<file path="src/rtl/hdmi_serdes_seq_ctrl.sv">
// hdmi_serdes_seq_ctrl
// Power-up and recovery sequencer for the TMDS 10:1 serializer lanes.
// The MMCM lock is synchronised, then qualified for LOCK_WAIT cycles. The
// serializers are held in reset, released, and allowed to settle. They are
// then flushed with IDLE_WORD, and finally encoder symbols pass through.
// Losing lock in any active state returns the block to IDLE on the next
// edge and bumps a saturating loss counter.
//
// Handshake: there is no flow control. ready is a level that is high only
// while the block is in RUN. tmds_out carries valid pixel symbols exactly
// when ready is high, and IDLE_WORD on every lane otherwise.
module hdmi_serdes_seq_ctrl #(
    parameter int                DATA_W     = 10,
    parameter int                LANES      = 3,
    parameter int                LOCK_WAIT  = 64,
    parameter int                RST_CYCLES = 16,
    parameter int                SETTLE_CYC = 8,
    parameter int                FLUSH_CYC  = 4,
    parameter logic [DATA_W-1:0] IDLE_WORD  = 10'b1101010100,
    parameter int                CNT_W      = 8
) (
    input  logic                      clk,
    input  logic                      rst_n,
    input  logic                      pll_locked,
    input  logic [LANES*DATA_W-1:0]   tmds_in,
    output logic [LANES*DATA_W-1:0]   tmds_out,
    output logic                      ser_rst_n,
    output logic                      ser_en,
    output logic                      ready,
    output logic [2:0]                state_o,
    output logic [CNT_W-1:0]          lock_loss_cnt
);

    // One timer is shared by all phases, so it is sized for the longest one.
    localparam int MAX_AB  = (LOCK_WAIT > RST_CYCLES) ? LOCK_WAIT : RST_CYCLES;
    localparam int MAX_CD  = (SETTLE_CYC > FLUSH_CYC) ? SETTLE_CYC : FLUSH_CYC;
    localparam int MAX_CYC = (MAX_AB > MAX_CD) ? MAX_AB : MAX_CD;
    localparam int TMR_W   = (MAX_CYC < 2) ? 1 : $clog2(MAX_CYC);

    localparam logic [TMR_W-1:0] LOCK_LAST   = TMR_W'(LOCK_WAIT - 1);
    localparam logic [TMR_W-1:0] RST_LAST    = TMR_W'(RST_CYCLES - 1);
    localparam logic [TMR_W-1:0] SETTLE_LAST = TMR_W'(SETTLE_CYC - 1);
    localparam logic [TMR_W-1:0] FLUSH_LAST  = TMR_W'(FLUSH_CYC - 1);

    localparam logic [LANES*DATA_W-1:0] IDLE_ALL = {LANES{IDLE_WORD}};

    typedef enum logic [2:0] {
        S_IDLE   = 3'd0,
        S_RESET  = 3'd1,
        S_SETTLE = 3'd2,
        S_FLUSH  = 3'd3,
        S_RUN    = 3'd4
    } state_t;

    state_t           state;
    state_t           state_nx;
    logic [TMR_W-1:0] tmr;
    logic [TMR_W-1:0] tmr_nx;
    logic             loss;
    logic             sync1;
    logic             lock_s;

    assign state_o = state;

    // Two-flop synchronizer for the asynchronous MMCM lock.
    always_ff @(posedge clk or negedge rst_n) begin
        if (!rst_n) begin
            sync1  <= 1'b0;
            lock_s <= 1'b0;
        end else begin
            sync1  <= pll_locked;
            lock_s <= sync1;
        end
    end

    // Next-state and timer decode. A lost lock beats any timer expiry.
    always_comb begin
        state_nx = state;
        tmr_nx   = tmr;
        loss     = 1'b0;
        case (state)
            S_IDLE: begin
                if (!lock_s) begin
                    tmr_nx = '0;
                end else if (tmr == LOCK_LAST) begin
                    state_nx = S_RESET;
                    tmr_nx   = '0;
                end else begin
                    tmr_nx = tmr + 1'b1;
                end
            end
            S_RESET: begin
                if (!lock_s) begin
                    state_nx = S_IDLE;
                    tmr_nx   = '0;
                    loss     = 1'b1;
                end else if (tmr == RST_LAST) begin
                    state_nx = S_SETTLE;
                    tmr_nx   = '0;
                end else begin
                    tmr_nx = tmr + 1'b1;
                end
            end
            S_SETTLE: begin
                if (!lock_s) begin
                    state_nx = S_IDLE;
                    tmr_nx   = '0;
                    loss     = 1'b1;
                end else if (tmr == SETTLE_LAST) begin
                    state_nx = S_FLUSH;
                    tmr_nx   = '0;
                end else begin
                    tmr_nx = tmr + 1'b1;
                end
            end
            S_FLUSH: begin
                if (!lock_s) begin
                    state_nx = S_IDLE;
                    tmr_nx   = '0;
                    loss     = 1'b1;
                end else if (tmr == FLUSH_LAST) begin
                    state_nx = S_RUN;
                    tmr_nx   = '0;
                end else begin
                    tmr_nx = tmr + 1'b1;
                end
            end
            S_RUN: begin
                if (!lock_s) begin
                    state_nx = S_IDLE;
                    tmr_nx   = '0;
                    loss     = 1'b1;
                end
            end
            default: begin
                state_nx = S_IDLE;
                tmr_nx   = '0;
            end
        endcase
    end

    // State, timer and outputs. The outputs are decoded from the next state,
    // so they change on the same edge as the state.
    always_ff @(posedge clk or negedge rst_n) begin
        if (!rst_n) begin
            state         <= S_IDLE;
            tmr           <= '0;
            ser_rst_n     <= 1'b0;
            ser_en        <= 1'b0;
            ready         <= 1'b0;
            tmds_out      <= IDLE_ALL;
            lock_loss_cnt <= '0;
        end else begin
            state     <= state_nx;
            tmr       <= tmr_nx;
            ser_rst_n <= (state_nx != S_IDLE) && (state_nx != S_RESET);
            ser_en    <= (state_nx == S_FLUSH) || (state_nx == S_RUN);
            ready     <= (state_nx == S_RUN);
            tmds_out  <= (state_nx == S_RUN) ? tmds_in : IDLE_ALL;
            if (loss && (lock_loss_cnt != {CNT_W{1'b1}})) begin
                lock_loss_cnt <= lock_loss_cnt + 1'b1;
            end
        end
    end

endmodule

</file>
<file path="config.mk">
export PLATFORM = sky130hd
export DESIGN_NAME = hdmi_serdes_seq_ctrl
export DESIGN_NICKNAME = d
export VERILOG_FILES = /design/src/rtl/hdmi_serdes_seq_ctrl.sv
export SDC_FILE = /design/constraint.sdc
export NUM_CORES = 1
export LEC_CHECK = 0
export ABC_AREA = 1
export CORE_ASPECT_RATIO = 1.5
export CORE_MARGIN = 2
export CORE_UTILIZATION = 40
export CTS_BUF_LIST = sky130_fd_sc_hd__clkbuf_4
export CTS_CLUSTER_DIAMETER = 30
export DETAILED_ROUTE_END_ITERATION = 10
export PLACE_DENSITY_LB_ADDON = 0.12
export SETUP_SLACK_MARGIN = 0.2
export SLEW_MARGIN = 20
export SYNTH_ARGS = -nofsm -noshare
export SYNTH_HDL_FRONTEND = slang
export SYNTH_SLANG_ARGS = --single-unit
</file>
<file path="constraint.sdc">
create_clock -name clk -period 4.2 [get_ports clk]
set_input_delay 0.42 -clock clk [delete_from_list [all_inputs] [get_ports clk]]
set_output_delay 0.42 -clock clk [all_outputs]
set_load 0.005 [all_outputs]
</file>
==> results.md <==
- Final core utilization: 0.579
- CTS resizes: 0
- Mean Syn Cell Area: 9.20 µm²
- WL/cell: 11.2 µm
- Crit path cell chain: clkdlybuf4s50_1
- Sequential-to-total area share from yosys stat: 0.593
- Worst Skew: 0.0135 ns
- Worst-margin pin slew: 0.618 ns
- Core area: 0.00541 mm²
- Peak supply drop: 0.199 mV
- WP data arrival: 1.40 ns
- FF-to-FF path depth: 6
- Tot GR Track Use: 0.160
- TritonRoute pass-1 iters: 4
- Min Tclk post-route: 1.82 ns
- Maximum root-to-sink buffer count: 2
- Grt ovf: 0
- DPL Wire Length: 3330 µm
- Row cnt: 33
- Share of cells above drive strength 1: 0.120
- Die H: 95.4 µm
- Mapped Cells: 242
- H-tree depth: 2
- Antenna diodes: 0
- Crit path max fanout: 1
- Rel. slew slack: 0.588
- Global-route wire length before repair: 7580 µm
- Post-DP Area: 0.00305 mm²
- Routability cong.: 0.869
- PnR worst setup slack: 2.38 ns
- CP required: 3.78 ns
- Synth Warn #: 0
- Worst hold path type: primary input to asynchronous set/reset pin
- Drt via density: 4.48
- Startpoint Class: flip-flop
- Synth cell types: 23
- Final nets: 358
- Max-slew violation count: 0
- Most common cell after layout, fill and taps aside: clkdlybuf4s50_1
- Combinational Power Share: 0.060
- Outcome: completed
- Final critical-path share of the clock period: 0.433
- Iteration-0 DRC Markers: 60
- Port-buffer cells: 76
- Pin count of the biggest net entering global routing: 53
- Number of setup violations in the final report: 0
- DRT antenna net count: 0
- Flops & latches, synth: 52
- Clock buffer count from CTS: 5
- Die area: 0.00619 mm²
- Placed instance count: 386
- P_sw: 0.166 mW
- Maxcap violations: 0
- Pint: 0.675 mW
- Vias in the first global route: 1794
- Post CTS Setup Buffer Count: 0
- Horiz. Die Dim: 64.9 µm
- Cell family with most CP delay: flip-flops
- Setup CP Type: flip-flop to output pin
- Area Overhead vs Synth: 40.7%
- Initial Util: 0.412
- Cts hold-fix bufs: 0
- Pwr dens: 268 mW/mm²
- Clock group share of total power: 0.335
- Critical-path top delay cell: dfstp_2
- RSZ-0062 raised after global routing: no
- Most frequent cells in the layout: 75 x clkdlybuf4s50_1, 65 x nand2_1, 37 x dfrtp_1
- Max Clock Freq: 550 MHz
- Final Hold Viols: 0
- Clock latency on the worst-skew pair: 0.35 ns
- Sw Share: 0.197
- Worst path depth: 1
- Root Buffer: clkbuf_4
- Routed WL: 4420 µm
- Final non-filler cell total: 394
- Leakage: 1.53 nW
- CTS sink count: 52
- Setup_tns: 0 ns
- Max incr delay on CP: 0.55 ns
- Power, Total: 0.841 mW
- Design area: 0.00313 mm²
- Critical path capture point type: output pin
- Sequential share of power: 0.605
- CTS tree: done
- Worst slack at placement: 2.40 ns
- WP buf/inv: 1
- DRC Markers: 0
- I/O Pins: 77
- Post-Syn Area: 0.00223 mm²
- Clk pin slew, worst setup/hold paths: 0.14 ns
- Vias: 1765
- WHS: 0.145 ns
- Initial antenna violation count: 0
- Syn_nets: 277
## power by group through the flow
stage | registers, mW | clock network, mW | logic, mW
2_1_floorplan | 0.516 | 0 | 0.0129
3_3_place_gp | 0.517 | 0 | 0.0519
3_5_place_dp | 0.517 | 0 | 0.0519
4_1_cts | 0.508 | 0.296 | 0.0520
5_1_grt | 0.509 | 0.322 | 0.0579
6_report | 0.508 | 0.282 | 0.0507
## cells by family (layout without fill, tap and decap cells)
group / after synthesis / after routing / share of synthesized area
simple gates: 133 / 133 / 0.265
flops: 52 / 52 / 0.593
buf+inv: 37 / 119 / 0.0713
compound gates: 10 / 10 / 0.0281
xor+xnor: 8 / 8 / 0.0315
fa+ha+maj: 2 / 2 / 0.0112
## sequential cells by signal, summed over array words and instances (netlist names)
name	flops
ready	1
ser_en	1
ser_rst_n	1
tmr	6
lock_loss_cnt	8
lock_s	1
tmds_out	30
sync1	1
state_o	3
## layer usage
metal | GRT usage | routed length [µm]
met5 | 0 | 0
met4 | 0.0656 | 50
met3 | 0.0626 | 376
met2 | 0.290 | 2440
met1 | 0.162 | 1560
## synth_stat cells
library cell | n | share of area
a21oi_1 | 2 | 0.0045
buf_2 | 1 | 0.0022
buf_4 | 1 | 0.0034
buf_6 | 2 | 0.010
dfrtp_1 | 37 | 0.42
dfstp_2 | 15 | 0.18
ha_1 | 2 | 0.011
inv_1 | 30 | 0.051
inv_2 | 3 | 0.0051
nand2_1 | 65 | 0.11
nand3_1 | 9 | 0.020
nand3_2 | 1 | 0.0045
nand4_1 | 4 | 0.011
nor2_1 | 31 | 0.052
nor2_2 | 4 | 0.011
nor3_1 | 3 | 0.0067
nor3_4 | 1 | 0.0073
o21ai_0 | 3 | 0.0067
o21bai_1 | 5 | 0.017
or2_1 | 11 | 0.031
or2_2 | 4 | 0.011
xnor2_1 | 4 | 0.016
xor2_1 | 4 | 0.016
## worst paths after layout
check                                      start                     to  slack, ns
hold reg to reg                  sync1$_DFF_PN0_       lock_s$_DFF_PN0_       0.37
hold / removal                             rst_n       ser_en$_DFF_PN0_       0.14
max in group asynchronous                  rst_n  tmds_out[0]$_DFF_PN0_       3.63
min in group clk                 sync1$_DFF_PN0_       lock_s$_DFF_PN0_       0.37
setup reg to reg              tmr[0]$_DFFE_PN0P_    ser_rst_n$_DFF_PN0_       2.41
setup / recovery           tmds_out[6]$_DFF_PN1_            tmds_out[6]       2.38
## final cells by class
| type | instances | area [µm²] |
|---|---|---|
| Fill cell | 493 | 2280 |
| Multi-Input combinational cell | 153 | 748 |
| Clock inverter | 1 | 30.0 |
| Clock buffer | 7 | 52.6 |
| Timing Repair Buffer | 78 | 771 |
| Tap cell | 70 | 87.6 |
| Inverter | 33 | 124 |
| Sequential cell | 52 | 1320 |
Note: power is estimated with default switching activity, not from simulation.
